===== src/rtl/i2s_rx_if.sv =====
// Parallel-side signal bundle of the I2S receiver.
// The master modport drives the serial inputs and observes the decoded samples.
`timescale 1ns/1ps
interface i2s_rx_if #(
  parameter int WIDTH = 16
) ();
  logic             ws_i;
  logic             sdata_i;
  logic [WIDTH-1:0] leftChan_o;
  logic [WIDTH-1:0] rightChan_o;
  logic             valid_o;
  logic             len_err_o;
  logic             locked_o;

  modport master (
    output ws_i, sdata_i,
    input  leftChan_o, rightChan_o, valid_o, len_err_o, locked_o
  );

  modport slave (
    input  ws_i, sdata_i,
    output leftChan_o, rightChan_o, valid_o, len_err_o, locked_o
  );
endinterface


===== src/rtl/i2s_rx.sv =====
// I2S serial receiver: deserialises ws/sdata into left/right sample words
// and strobes valid once per complete stereo frame.
`timescale 1ns/1ps
module i2s_rx #(
  parameter int   WIDTH    = 16,
  parameter logic WS_LEFT  = 1'b1,
  parameter int   MAX_BITS = 64
) (
  input  logic  sclk_i,
  input  logic  rst_i,
  i2s_rx_if.slave bus
);
  localparam int CW = $clog2(MAX_BITS + 1);
  localparam logic [CW-1:0] WIDTH_C = CW'(WIDTH);
  localparam logic [CW-1:0] MAX_C   = CW'(MAX_BITS);
  localparam logic [CW-1:0] ONE_C   = CW'(1);

  typedef enum logic [1:0] {
    SYNC  = 2'd0,
    LEFT  = 2'd1,
    RIGHT = 2'd2
  } state_t;

  state_t           state_q, state_d;
  logic             ws_q, ws_d;
  logic [WIDTH-1:0] shift_q, shift_d;
  logic [CW-1:0]    cnt_q, cnt_d;
  logic [WIDTH-1:0] left_hold_q, left_hold_d;
  logic [WIDTH-1:0] left_q, left_d;
  logic [WIDTH-1:0] right_q, right_d;
  logic             valid_q, valid_d;
  logic             len_err_q, len_err_d;
  logic             locked_q, locked_d;

  logic             edge_s;
  logic [CW-1:0]    cnt_inc_s;
  logic [WIDTH-1:0] word_s;

  // Next-state, word assembly and commit logic.
  always_comb begin
    edge_s    = (bus.ws_i != ws_q);
    cnt_inc_s = (cnt_q == MAX_C) ? cnt_q : cnt_q + ONE_C;
    // Bits beyond WIDTH match no position and are dropped.
    for (int i = 0; i < WIDTH; i++) begin
      word_s[i] = (cnt_q == CW'(WIDTH - 1 - i)) ? bus.sdata_i : shift_q[i];
    end

    state_d     = state_q;
    ws_d        = bus.ws_i;
    shift_d     = word_s;
    cnt_d       = cnt_inc_s;
    left_hold_d = left_hold_q;
    left_d      = left_q;
    right_d     = right_q;
    valid_d     = 1'b0;
    len_err_d   = 1'b0;

    case (state_q)
      SYNC: begin
        shift_d = '0;
        cnt_d   = '0;
        if (edge_s && (bus.ws_i == WS_LEFT)) begin
          state_d = LEFT;
        end else begin
          state_d = SYNC;
        end
      end
      LEFT: begin
        if (edge_s) begin
          state_d     = RIGHT;
          left_hold_d = word_s;
          shift_d     = '0;
          cnt_d       = '0;
          len_err_d   = (cnt_inc_s != WIDTH_C);
        end else if (cnt_inc_s == MAX_C) begin
          state_d = SYNC;
          shift_d = '0;
          cnt_d   = '0;
        end else begin
          state_d = LEFT;
        end
      end
      RIGHT: begin
        if (edge_s) begin
          state_d   = LEFT;
          left_d    = left_hold_q;
          right_d   = word_s;
          valid_d   = 1'b1;
          shift_d   = '0;
          cnt_d     = '0;
          len_err_d = (cnt_inc_s != WIDTH_C);
        end else if (cnt_inc_s == MAX_C) begin
          state_d = SYNC;
          shift_d = '0;
          cnt_d   = '0;
        end else begin
          state_d = RIGHT;
        end
      end
      default: begin
        state_d = SYNC;
        shift_d = '0;
        cnt_d   = '0;
      end
    endcase

    locked_d = (state_d != SYNC);
  end

  // State and output registers; ws history resets to the left level.
  always_ff @(posedge sclk_i or posedge rst_i) begin
    if (rst_i) begin
      state_q     <= SYNC;
      ws_q        <= WS_LEFT;
      shift_q     <= '0;
      cnt_q       <= '0;
      left_hold_q <= '0;
      left_q      <= '0;
      right_q     <= '0;
      valid_q     <= 1'b0;
      len_err_q   <= 1'b0;
      locked_q    <= 1'b0;
    end else begin
      state_q     <= state_d;
      ws_q        <= ws_d;
      shift_q     <= shift_d;
      cnt_q       <= cnt_d;
      left_hold_q <= left_hold_d;
      left_q      <= left_d;
      right_q     <= right_d;
      valid_q     <= valid_d;
      len_err_q   <= len_err_d;
      locked_q    <= locked_d;
    end
  end

  assign bus.leftChan_o  = left_q;
  assign bus.rightChan_o = right_q;
  assign bus.valid_o     = valid_q;
  assign bus.len_err_o   = len_err_q;
  assign bus.locked_o    = locked_q;
endmodule


===== src/flat_wrapper.sv =====
// flat-port wrapper written by rule: the top's interface ports become plain ports
module i2s_rx_flat 
#(
  parameter int   WIDTH    = 16,
  parameter logic WS_LEFT  = 1'b1,
  parameter int   MAX_BITS = 64
)
  (sclk_i, rst_i, bus_ws_i, bus_sdata_i, bus_leftChan_o, bus_rightChan_o, bus_valid_o, bus_len_err_o, bus_locked_o);
  i2s_rx_if #(.WIDTH(WIDTH)) bus_i ();
  input  logic sclk_i;
  input  logic rst_i;
  input wire logic [$bits(bus_i.ws_i)-1:0] bus_ws_i;
  input wire logic [$bits(bus_i.sdata_i)-1:0] bus_sdata_i;
  output wire logic [$bits(bus_i.leftChan_o)-1:0] bus_leftChan_o;
  output wire logic [$bits(bus_i.rightChan_o)-1:0] bus_rightChan_o;
  output wire logic [$bits(bus_i.valid_o)-1:0] bus_valid_o;
  output wire logic [$bits(bus_i.len_err_o)-1:0] bus_len_err_o;
  output wire logic [$bits(bus_i.locked_o)-1:0] bus_locked_o;
  assign bus_i.ws_i = bus_ws_i;
  assign bus_i.sdata_i = bus_sdata_i;
  assign bus_leftChan_o = bus_i.leftChan_o;
  assign bus_rightChan_o = bus_i.rightChan_o;
  assign bus_valid_o = bus_i.valid_o;
  assign bus_len_err_o = bus_i.len_err_o;
  assign bus_locked_o = bus_i.locked_o;
  i2s_rx #(.WIDTH(WIDTH), .WS_LEFT(WS_LEFT), .MAX_BITS(MAX_BITS)) u_core (.sclk_i(sclk_i), .rst_i(rst_i), .bus(bus_i));
endmodule

===== config.mk =====
export PLATFORM = sky130hd
export DESIGN_NAME = i2s_rx_flat
export DESIGN_NICKNAME = d
export VERILOG_FILES = /design/src/rtl/i2s_rx_if.sv /design/src/rtl/i2s_rx.sv /design/src/flat_wrapper.sv
export SDC_FILE = /design/constraint.sdc
export NUM_CORES = 1
export LEC_CHECK = 0
export BUFFER_PORTS_ARGS = -buffer_cell sky130_fd_sc_hd__buf_2
export CORE_AREA = 2 2 86 96
export CTS_CLUSTER_SIZE = 16
export DETAILED_ROUTE_END_ITERATION = 7
export DIE_AREA = 0 0 88 98
export GPL_TIMING_DRIVEN = 0
export PLACE_DENSITY = 0.69
export SLEW_MARGIN = 10
export SYNTH_ARGS = -nofsm -noshare
export SYNTH_HDL_FRONTEND = slang
export SYNTH_SLANG_ARGS = --single-unit

===== constraint.sdc =====
create_clock -name sclk_i -period 5.4 [get_ports sclk_i]
set_input_delay 0.81 -clock sclk_i [delete_from_list [all_inputs] [get_ports sclk_i]]
set_output_delay 0.81 -clock sclk_i [all_outputs]
set_load 0.01 [all_outputs]

# --- Word level (Yosys, flattened, before mapping) ---
# Index checks and enable logic that the tools add are counted.
op_classes:
  n_addsub: 1
  n_eq_ne: 21
  mux: 33
  reduce_logical: 7
op_table:
  columns: ["operator", "count"]
  rows:
  - ["$eq A7 B4 Y1 const B", 8]
  - ["$mux W16", 3]
  - ["$eq A7 B3 Y1 const B", 4]
  - ["$mux W7", 4]
  - ["$mux W1", 22]
  - ["$eq A7 B2 Y1 const B", 2]
  - ["$eq A7 B7 Y1 const B", 2]
  - ["$add A7 B1 Y7 const B", 1]
  - ["$eq A7 B1 Y1 const B", 1]
  - ["$logic_not A7 Y1", 1]
  - ["$ne A7 B5 Y1 const B", 1]
  - ["$mux W2", 3]
  - ["$pmux W2 S3", 1]
  - ["$reduce_and A2 Y1", 2]
  - ["$eq A2 B1 Y1 const B", 1]
  - ["$eq A2 B2 Y1 const B", 1]
  - ["$logic_not A2 Y1", 1]
  - ["$reduce_bool A2 Y1", 1]
  - ["$reduce_or A2 Y1", 1]
  - ["$logic_and A1 B1 Y1", 1]
  - ["$ne A1 B1 Y1", 1]
word_totals:
  reg_bits: 77
  inputBits: 4
  output_inout_bits: 35
  elab_cells: 72

# --- Depth between registers and ports, before layout ---
# Gate-level depths: netlist of the first run.
depth:
  word_depth: 7
  ltp_mapped: 8

# --- Worst setup path before layout of the first run ---
# No wires, ideal clock.
synth_path:
  kind: "input port to flip-flop"
  startpoint: "in bus_ws_i"
  endpoint: "reg u_core.right_q[4], in the netlist u_core.bus.rightChan_o[4]"
  setup_ns: 0.083
  t_arrival_ns: 1.986
  slack_ns: 3.331
  stages: 7
  path_buffers: 2
  path_cell_list: "ha_1 -> inv_1 -> nand2_1 -> clkbuf_1 -> clkbuf_1 -> nand2_1 -> o21ai_0"
synth_between:
  elab_chain_cells: 2
synth_rtl:
  columns: ["element", "line_no", "rtl"]
  rows:
  - ["from (decl)", "flat_wrapper.sv:12", "input wire logic [$bits(bus_i.ws_i)-1:0] bus_ws_i;"]
  - ["$ne A1 B1 Y1", "i2s_rx.sv:41", "edge_s = (bus.ws_i != ws_q);"]
  - ["$reduce_and A2 Y1 (no source line)", null, null]
  - ["to (signal assigned)", "i2s_rx.sv:130", "right_q <= right_d;"]
  - ["to (decl)", "i2s_rx.sv:30", "logic [WIDTH-1:0] right_q, right_d;"]
# Every way passes these cells.
# A chain may end at the register's enable or synchronous reset.

# --- Worst setup path after layout of the first run ---
layout_path:
  startpoint: "reg u_core.cnt_q[0]"
  endpoint: "reg u_core.shift_q[10]"
layout_between:
  elab_chain_cells: 6
  elab_cells_between_ends: 9
layout_rtl:
  columns: ["element", "line_no", "rtl"]
  rows:
  - ["from (decl)", "i2s_rx.sv:27", "logic [CW-1:0] cnt_q, cnt_d;"]
  - ["from (signal assigned)", "i2s_rx.sv:127", "cnt_q <= cnt_d;"]
  - ["$add A7 B1 Y7 / $eq A7 B7 Y1 (equally long branches)", "i2s_rx.sv:42", "cnt_inc_s = (cnt_q == MAX_C) ? cnt_q : cnt_q + ONE_C;"]
  - ["$mux W7", "i2s_rx.sv:42", null]
  - ["$eq A7 B7 Y1", "i2s_rx.sv:75, i2s_rx.sv:92", null]
  - ["$mux W16 (*)", "i2s_rx.sv:75, i2s_rx.sv:92", null]
  - ["$mux W16 (*)", "i2s_rx.sv:84", "if (edge_s) begin"]
  - ["$mux W16 (*)", null, null]
  - ["named net u_core.shift_d[10]", "i2s_rx.sv:26", "logic [WIDTH-1:0] shift_q, shift_d;"]
  - ["to (signal assigned)", "i2s_rx.sv:126", "shift_q <= shift_d;"]
  - ["to (decl)", "i2s_rx.sv:26", null]
# Mark *: on every way through the listed nets, which the timed path passes. The rest lies on a longest branch.

==> run_summary.xml, run 1 <==
<?xml version="1.0" encoding="UTF-8"?>
<metrics>
  <group name="outcome">
    <metric name="result_of_the_run" unit="">complete, no violations</metric>
  </group>
  <group name="final_layout">
    <metric name="post-route-cell-area" unit="um2">3874</metric>
    <metric name="num-fill-cells" unit="">717</metric>
    <metric name="layout-drive-gt1-share" unit="%">17.80</metric>
    <metric name="layout.nets" unit="">391</metric>
    <metric name="multi_input_comb_area" unit="um2">1274</metric>
    <metric name="layout-area-overhead-vs-synth" unit="%">16.30</metric>
    <metric name="num_antenna_cells" unit="">0</metric>
    <metric name="sequential_cell_area" unit="um2">1928</metric>
  </group>
  <group name="setup_path">
    <metric name="regToRegStartpoint" unit="">u_core.cnt_q[0]</metric>
    <metric name="crit_required" unit="ps">5620</metric>
    <metric name="critical_path.startpoint_type" unit="">register</metric>
    <metric name="timing.critical_path.to_type" unit="">register</metric>
    <metric name="crit_path_max_fanout" unit="">10</metric>
    <metric name="critPathTopFamily" unit="">simple AND/OR/NAND/NOR gates</metric>
    <metric name="critical_path_buf_inv_count" unit="">2</metric>
    <metric name="r2r_setup_slk" unit="ps">3080</metric>
    <metric name="worst-path-stages" unit="">8</metric>
    <metric name="ff2ff_path_depth" unit="">8</metric>
    <metric name="crit_slowest_cell" unit="">sky130_fd_sc_hd__dfrtp_1</metric>
    <metric name="slowest_delay" unit="ps">440</metric>
    <metric name="arrival" unit="ps">2540</metric>
    <metric name="ordered_list_of_cells_on_the_worst_path" unit="">inv_1 -&gt; ha_1 -&gt; nor4bb_4 -&gt; and4_1 -&gt; o22ai_2 -&gt; o21ai_4 -&gt; buf_6 -&gt; nor2_1</metric>
    <metric name="r2r_end" unit="">u_core.shift_q[10]</metric>
    <metric name="crit_type" unit="">register to register</metric>
  </group>
  <group name="sta">
    <metric name="hold_viol_final" unit="">0</metric>
    <metric name="portion_of_the_clock_cycle_consumed_by_the_worst_path_in_the_final_layout" unit="%">42.96</metric>
    <metric name="clock-skew-final" unit="ps">6.355</metric>
    <metric name="worstMarginPinSlew" unit="ps">583.6</metric>
    <metric name="worst_slew_margin_rel" unit="%">61.09</metric>
    <metric name="rsz0062_at_grt" unit="">false</metric>
    <metric name="timing.final.crit_period" unit="ps">2320</metric>
    <metric name="timing.final.max_slew_violations" unit="">0</metric>
    <metric name="clock.fmax" unit="MHz">431.0</metric>
    <metric name="finalSetupViolations" unit="">0</metric>
    <metric name="fin_tns_setup" unit="ps">0</metric>
  </group>
  <group name="synth">
    <metric name="area_fraction_in_compound_gates_after_synthesis" unit="%">8.302</metric>
    <metric name="synth.net_count" unit="">341</metric>
    <metric name="post_synth_simple_gate_area" unit="%">19.91</metric>
    <metric name="netlist_top_cells_count" unit="">sky130_fd_sc_hd__nand2_1, sky130_fd_sc_hd__dfrtp_1, sky130_fd_sc_hd__o21ai_0</metric>
    <metric name="dominantRegCellSynth" unit="">sky130_fd_sc_hd__dfrtp_1</metric>
    <metric name="post_synth_fa_ha_maj_area_fraction" unit="%">3.381</metric>
    <metric name="postSynthRegisterBits" unit="">77</metric>
    <metric name="synthArstFlopShare" unit="%">100.0</metric>
    <metric name="post_synth_xor_xnor_area" unit="%">1.841</metric>
    <metric name="synthDistinctLibCells" unit="">37</metric>
    <metric name="synthTopCellsByArea" unit="">sky130_fd_sc_hd__dfrtp_1, sky130_fd_sc_hd__nand2_1, sky130_fd_sc_hd__mux2i_1</metric>
    <metric name="synthesis.area" unit="um2">3331</metric>
    <metric name="syn_inst_count" unit="">328</metric>
    <metric name="synth_top_area_share" unit="%">57.10</metric>
    <metric name="postSynthAreaPerCell" unit="um2">10.15</metric>
    <metric name="yosys.cell_count.top_type" unit="">sky130_fd_sc_hd__nand2_1</metric>
    <metric name="ys_seq_area_share" unit="%">57.89</metric>
    <metric name="largest_family_of_logic_cells_by_synthesized_area" unit="">simple AND/OR/NAND/NOR gates</metric>
    <metric name="top_cell_type_by_total_area_after_synthesis" unit="">sky130_fd_sc_hd__dfrtp_1</metric>
    <metric name="synth.area.mux_share" unit="%">4.808</metric>
    <metric name="synth-edff-count" unit="">0</metric>
    <metric name="synth.yosys.warnings" unit="">0</metric>
  </group>
  <group name="place">
    <metric name="hpwl_dp" unit="um">4850</metric>
    <metric name="globalplace.congestion" unit="">0.7793</metric>
    <metric name="placed_cell_area" unit="um2">3686</metric>
    <metric name="io_buffer_count" unit="">38</metric>
  </group>
  <group name="clock_tree">
    <metric name="path_clk_slew" unit="ps">80</metric>
    <metric name="cts_tree" unit="">done</metric>
    <metric name="post_cts.resized_instances" unit="">0</metric>
    <metric name="cts.sinks" unit="">77</metric>
    <metric name="clk-insertion-delay-late" unit="ps">340</metric>
    <metric name="cts.hold.buffers_added" unit="">0</metric>
    <metric name="htree_num_levels" unit="">3</metric>
    <metric name="ctsRootBufferMaster" unit="">sky130_fd_sc_hd__clkbuf_8</metric>
    <metric name="cts-buffers-inserted" unit="">9</metric>
    <metric name="ctsLongestPathBuffers" unit="">2</metric>
    <metric name="cts_setup_buffers" unit="">0</metric>
  </group>
  <group name="power_and_ir_drop">
    <metric name="seqPwrFrac" unit="%">46.6</metric>
    <metric name="pwr-share-clk" unit="%">30.6</metric>
    <metric name="net_switching_power_figure" unit="uW">449.6</metric>
    <metric name="combPwrFrac" unit="%">22.8</metric>
    <metric name="leakage" unit="uW">0.002010</metric>
    <metric name="power_switching_share" unit="%">32.37</metric>
    <metric name="cellPowerDensity" unit="nW/um2">358.6</metric>
    <metric name="p_int" unit="uW">939.4</metric>
    <metric name="vdd_ir_drop_max" unit="mV">0.1285</metric>
  </group>
  <group name="die">
    <metric name="fp-row-count" unit="">34</metric>
    <metric name="die_x" unit="um">88</metric>
    <metric name="coreArea" unit="um2">7700</metric>
    <metric name="dieHeight" unit="um">98</metric>
    <metric name="initial_core_util" unit="%">43.26</metric>
    <metric name="ios" unit="">39</metric>
    <metric name="die_area" unit="um2">8624</metric>
  </group>
  <group name="detailed_routing">
    <metric name="routed_wire_length" unit="um">6736</metric>
    <metric name="post_drt_wl_per_cell" unit="um">13.75</metric>
    <metric name="antenna_violating_nets_post_route" unit="">0</metric>
    <metric name="via_density_per_instance" unit="">4.953</metric>
    <metric name="drtPass1Iterations" unit="">4</metric>
    <metric name="num_vias" unit="">2427</metric>
    <metric name="drt_iter0_markers" unit="">99</metric>
    <metric name="detail_route.drc_violations" unit="">0</metric>
  </group>
  <group name="global_route">
    <metric name="grt_remaining_overflow" unit="">0</metric>
    <metric name="antenna_found_initial" unit="">0</metric>
    <metric name="number_of_global_route_vias_before_repair" unit="">2434</metric>
    <metric name="grt_start_max_net_pins" unit="">48</metric>
    <metric name="grt_first_pass_wirelength" unit="um">11630</metric>
    <metric name="grt_total_usage" unit="%">17.55</metric>
  </group>
  <group name="worst_hold_path">
    <metric name="hold_class" unit="">primary input to asynchronous set/reset pin</metric>
  </group>
  <group name="job">
    <metric name="timing.max_cap.violations" unit="">0</metric>
  </group>
</metrics>
-- metal layers --
| layer | share of wire (%) | vias to the layer above | GRT usage (%) |
|---|---|---|---|
| met2 | 49 | 47 | 27.74 |
| met4 | 1.8 | 0 | 7.456 |
| li1 | - | 1194 | - |
| met3 | 3.6 | 8 | 3.550 |
| met5 | 0 | - | 0 |
| met1 | 46 | 1178 | 23.39 |
-- metrics by stage --
step	power, uW	worst slack, ps	util, %	hold WS [ps]	instances
finish	1389	3080	50.31	458.6	490
CTS	1403	3071	50.31	464.3	490
global placement	963.5	1753	47.48	450.9	474
global route	1467	2911	50.31	482.1	490
floorplan	876.7	2625	-	438.6	328
detailed placement	978.4	2778	47.87	454.8	475
-- worst max-delay path by stage --
stage               slack, ps                   endpoint       startpoint
floorplan                2620   u_core.bus.leftChan_o[0]            rst_i
global placement         1750  u_core.bus.leftChan_o[11]            rst_i
detailed placement       2780   u_core.bus.leftChan_o[1]         bus_ws_i
CTS                      3070         u_core.shift_q[10]  u_core.cnt_q[0]
global route             2910         u_core.shift_q[14]  u_core.cnt_q[0]
finish                   3080         u_core.shift_q[10]  u_core.cnt_q[0]
-- power groups by stage --
stage          Combinational (uW)  Sequential, uW  Clock, uW
6_report                      317             647        425
5_1_grt                       356             653        457
4_1_cts                       320             648        434
3_5_place_dp                  319             660          0
3_3_place_gp                  307             657          0
2_1_floorplan                 210             667          0
-- cell families after synthesis --
logic type | Yosys count
compound gates | 45
xor+xnor | 7
fa+ha+maj | 9
buf+inv | 26
flops | 77
mux | 16
simple gates | 148
-- cells in the final DEF (no fill, tap or decap), types with 2 or more instances in the layout --
cell                         count
sky130_fd_sc_hd__buf_2          39
sky130_fd_sc_hd__nand4_1         5
sky130_fd_sc_hd__clkinvlp_4      2
sky130_fd_sc_hd__clkbuf_8        9
sky130_fd_sc_hd__nand3b_1        2
sky130_fd_sc_hd__clkinv_2        2
sky130_fd_sc_hd__a31oi_1         2
sky130_fd_sc_hd__nor2b_1         4
sky130_fd_sc_hd__a21oi_1         2
sky130_fd_sc_hd__ha_1            9
sky130_fd_sc_hd__o22ai_1         2
sky130_fd_sc_hd__nor2_1         24
sky130_fd_sc_hd__xor2_1          3
sky130_fd_sc_hd__dfrtp_1        76
sky130_fd_sc_hd__xnor2_1         4
sky130_fd_sc_hd__nand2_1        85
sky130_fd_sc_hd__and3_1          5
sky130_fd_sc_hd__clkbuf_1       12
sky130_fd_sc_hd__mux2i_1        16
sky130_fd_sc_hd__inv_1           6
sky130_fd_sc_hd__buf_4           2
sky130_fd_sc_hd__nand3_1        16
sky130_fd_sc_hd__o21ai_0        32
sky130_fd_sc_hd__buf_6           3
-- final cells by class --
class | count | share of cell area (%)
Buffer | 18 | 2.552
Clock buffer | 9 | 3.198
Clock inverter | 6 | 1.647
Inverter | 8 | 0.8398
Multi-Input combinational cell | 225 | 32.88
Sequential cell | 77 | 49.77
Tap cell | 108 | 3.488
Timing Repair Buffer | 39 | 5.620
-- flip-flops by register name, summed over array words and instances, names as in the netlist --
name	cells
u_core.shift_q	16
u_core.state_q	2
u_core.bus.locked_o	1
u_core.ws_q	1
u_core.bus.rightChan_o	16
u_core.cnt_q	7
u_core.bus.leftChan_o	16
u_core.left_hold_q	16
u_core.bus.len_err_o	1
u_core.bus.valid_o	1
No activity file was read; power rests on OpenSTA's default activity.
==> inputs of run 2 (changes only) <==
==> constraint.sdc (replaced) <==
create_clock -name sclk_i -period 2.4 [get_ports sclk_i]
set_input_delay 0.36 -clock sclk_i [delete_from_list [all_inputs] [get_ports sclk_i]]
set_output_delay 0.36 -clock sclk_i [all_outputs]
set_load 0.01 [all_outputs]
==> run 2 against run 1 <==
  * Utilization increased by 0.065 points
  * Final cell count did not move
  * Routed wire length increased by 0.27%
  * Clock skew is 0.99 ps higher
  * Clock power grew 120%
  * Critical path type unchanged
  * Highest routed layer unchanged
==> run_summary.xml, run 2 (synthesis gave the netlist of run 1 again) <==
<?xml version="1.0" encoding="UTF-8"?>
<metrics>
  <group name="clock_tree">
    <metric name="cts.hold.buffers_added" unit="">0</metric>
    <metric name="cts-buffers-inserted" unit="">9</metric>
    <metric name="htree_num_levels" unit="">3</metric>
    <metric name="clk-insertion-delay-late" unit="ps">340</metric>
    <metric name="cts.sinks" unit="">77</metric>
    <metric name="cts_tree" unit="">done</metric>
    <metric name="ctsRootBufferMaster" unit="">sky130_fd_sc_hd__clkbuf_8</metric>
    <metric name="path_clk_slew" unit="ps">80</metric>
    <metric name="cts_setup_buffers" unit="">0</metric>
    <metric name="ctsLongestPathBuffers" unit="">2</metric>
  </group>
  <group name="die">
    <metric name="initial_core_util" unit="%">43.26</metric>
    <metric name="die_x" unit="um">88</metric>
    <metric name="ios" unit="">39</metric>
    <metric name="dieHeight" unit="um">98</metric>
    <metric name="fp-row-count" unit="">34</metric>
    <metric name="coreArea" unit="um2">7700</metric>
    <metric name="die_area" unit="um2">8624</metric>
  </group>
  <group name="setup_path">
    <metric name="crit_type" unit="">register to register</metric>
    <metric name="critical_path.startpoint_type" unit="">register</metric>
    <metric name="crit_path_max_fanout" unit="">10</metric>
    <metric name="crit_required" unit="ps">2620</metric>
    <metric name="r2r_setup_slk" unit="ps">160</metric>
    <metric name="arrival" unit="ps">2460</metric>
    <metric name="ff2ff_path_depth" unit="">8</metric>
    <metric name="cp-startpoint" unit="">u_core.cnt_q[0]</metric>
    <metric name="r2r_end" unit="">u_core.shift_q[10]</metric>
    <metric name="regToRegStartpoint" unit="">u_core.cnt_q[0]</metric>
    <metric name="timing.critical_path.to_type" unit="">register</metric>
  </group>
  <group name="worst_hold_path">
    <metric name="hold_class" unit="">primary input to asynchronous set/reset pin</metric>
  </group>
  <group name="power_and_ir_drop">
    <metric name="leakage" unit="uW">0.002014</metric>
    <metric name="vdd_ir_drop_max" unit="mV">0.2867</metric>
    <metric name="cellPowerDensity" unit="nW/um2">806.7</metric>
    <metric name="p_total" unit="uW">3129</metric>
  </group>
  <group name="detailed_routing">
    <metric name="post_drt_wl_per_cell" unit="um">13.78</metric>
    <metric name="routed_wire_length" unit="um">6754</metric>
    <metric name="drt_iter0_markers" unit="">102</metric>
    <metric name="detail_route.drc_violations" unit="">0</metric>
    <metric name="via_density_per_instance" unit="">4.941</metric>
    <metric name="drtPass1Iterations" unit="">4</metric>
    <metric name="antenna_violating_nets_post_route" unit="">0</metric>
    <metric name="num_vias" unit="">2421</metric>
  </group>
  <group name="global_route">
    <metric name="grt_first_pass_wirelength" unit="um">11630</metric>
    <metric name="grt_total_usage" unit="%">17.55</metric>
    <metric name="grt_remaining_overflow" unit="">0</metric>
    <metric name="grt_start_max_net_pins" unit="">48</metric>
    <metric name="antenna_found_initial" unit="">0</metric>
    <metric name="number_of_global_route_vias_before_repair" unit="">2434</metric>
  </group>
  <group name="place">
    <metric name="hpwl_dp" unit="um">4850</metric>
    <metric name="placed_cells" unit="">475</metric>
    <metric name="globalplace.congestion" unit="">0.7793</metric>
    <metric name="detailedPlace.worstSlack" unit="ps">93.67</metric>
    <metric name="io_buffer_count" unit="">38</metric>
  </group>
  <group name="sta">
    <metric name="worst_slew_margin_rel" unit="%">58.98</metric>
    <metric name="rsz0062_at_grt" unit="">false</metric>
    <metric name="portion_of_the_clock_cycle_consumed_by_the_worst_path_in_the_final_layout" unit="%">93.43</metric>
    <metric name="postLayoutSetupSlackWorst" unit="ps">157.8</metric>
    <metric name="clock.fmax" unit="MHz">446.0</metric>
    <metric name="worstMarginPinSlew" unit="ps">615.3</metric>
    <metric name="finalSetupViolations" unit="">0</metric>
    <metric name="clock-skew-final" unit="ps">7.341</metric>
    <metric name="hold_viol_final" unit="">0</metric>
    <metric name="timing.final.max_slew_violations" unit="">0</metric>
    <metric name="timing.final.crit_period" unit="ps">2242</metric>
  </group>
  <group name="final_layout">
    <metric name="num_antenna_cells" unit="">0</metric>
    <metric name="layout.cells.most_common" unit="">sky130_fd_sc_hd__nand2_1</metric>
    <metric name="layout-area-overhead-vs-synth" unit="%">16.45</metric>
    <metric name="layout-drive-gt1-share" unit="%">18.59</metric>
    <metric name="finish.cell_count_without_fillers" unit="">490</metric>
    <metric name="layout.cells.most_common_list" unit="">sky130_fd_sc_hd__nand2_1, sky130_fd_sc_hd__dfrtp_1, sky130_fd_sc_hd__buf_2, sky130_fd_sc_hd__o21ai_0, sky130_fd_sc_hd__nor2_1</metric>
    <metric name="layout.nets" unit="">391</metric>
  </group>
  <group name="job">
    <metric name="timing.max_cap.violations" unit="">0</metric>
  </group>
  <group name="outcome">
    <metric name="result_of_the_run" unit="">complete, no violations</metric>
  </group>
</metrics>
[run 2: routing by layer]
layer,share of wire [%],GRT usage [%],up-vias
met5,0,0,-
met4,1.8,7.456,0
met3,4.1,3.550,8
met2,49,27.74,54
met1,45,23.39,1166
li1,-,-,1193
[run 2: worst max-delay path by stage]
| stage | slack, ps | end |
|---|---|---|
| after global placement | -800 | u_core.bus.leftChan_o[11] |
| after global routing | 1 | u_core.shift_q[14] |
| after CTS | 70 | u_core.shift_q[10] |
| after floorplan | 70 | u_core.bus.leftChan_o[0] |
| after detailed placement | 90 | u_core.shift_q[10] |
| final | 160 | u_core.shift_q[10] |
[run 2: metrics by stage]
step,hold slack (ps),TNS (ps),utilization [%],area (um2)
6_report,12.75,0,50.37,3879
4_1_cts,14.34,0,50.31,3874
3_5_place_dp,390.4,0,47.87,3686
5_1_grt,32.11,0,50.37,3879
2_1_floorplan,364.5,0,-,3331
3_3_place_gp,450.9,-60300,47.48,3656
[run 2: power breakdown]
| group | internal [uW] | switching (uW) | total, uW |
|---|---|---|---|
| clock network | 475 | 478 | 953 |
| registers | 1400 | 60.5 | 1460 |
| logic | 248 | 471 | 719 |
| total | 2120 | 1010 | 3130 |
[run 2: layout make-up]
type	count	area (um2)
Multi-Input combinational cell	225	1276
Clock inverter	6	63.81
Fill cell	716	3821
Tap cell	108	135.1
Clock buffer	9	123.9
Sequential cell	77	1928
Inverter	8	32.53
Timing Repair Buffer	39	217.7
Buffer	18	101.3
[run 2: what timing repair did]
item	in CTS	in global routing
gates resized for setup	0	5
hold endpoints to repair	0	0
endpoints found under the setup margin	0	32
[run 2: critical path, cell delays in order, from the launching register on]
cell and delay (ps):
sky130_fd_sc_hd__dfrtp_1 440, sky130_fd_sc_hd__inv_1 150, sky130_fd_sc_hd__ha_2 260, sky130_fd_sc_hd__nor4bb_4 360, sky130_fd_sc_hd__and4_1 250, sky130_fd_sc_hd__o22ai_2 160
sky130_fd_sc_hd__o21ai_4 260, sky130_fd_sc_hd__buf_6 180, sky130_fd_sc_hd__nor2_1 50
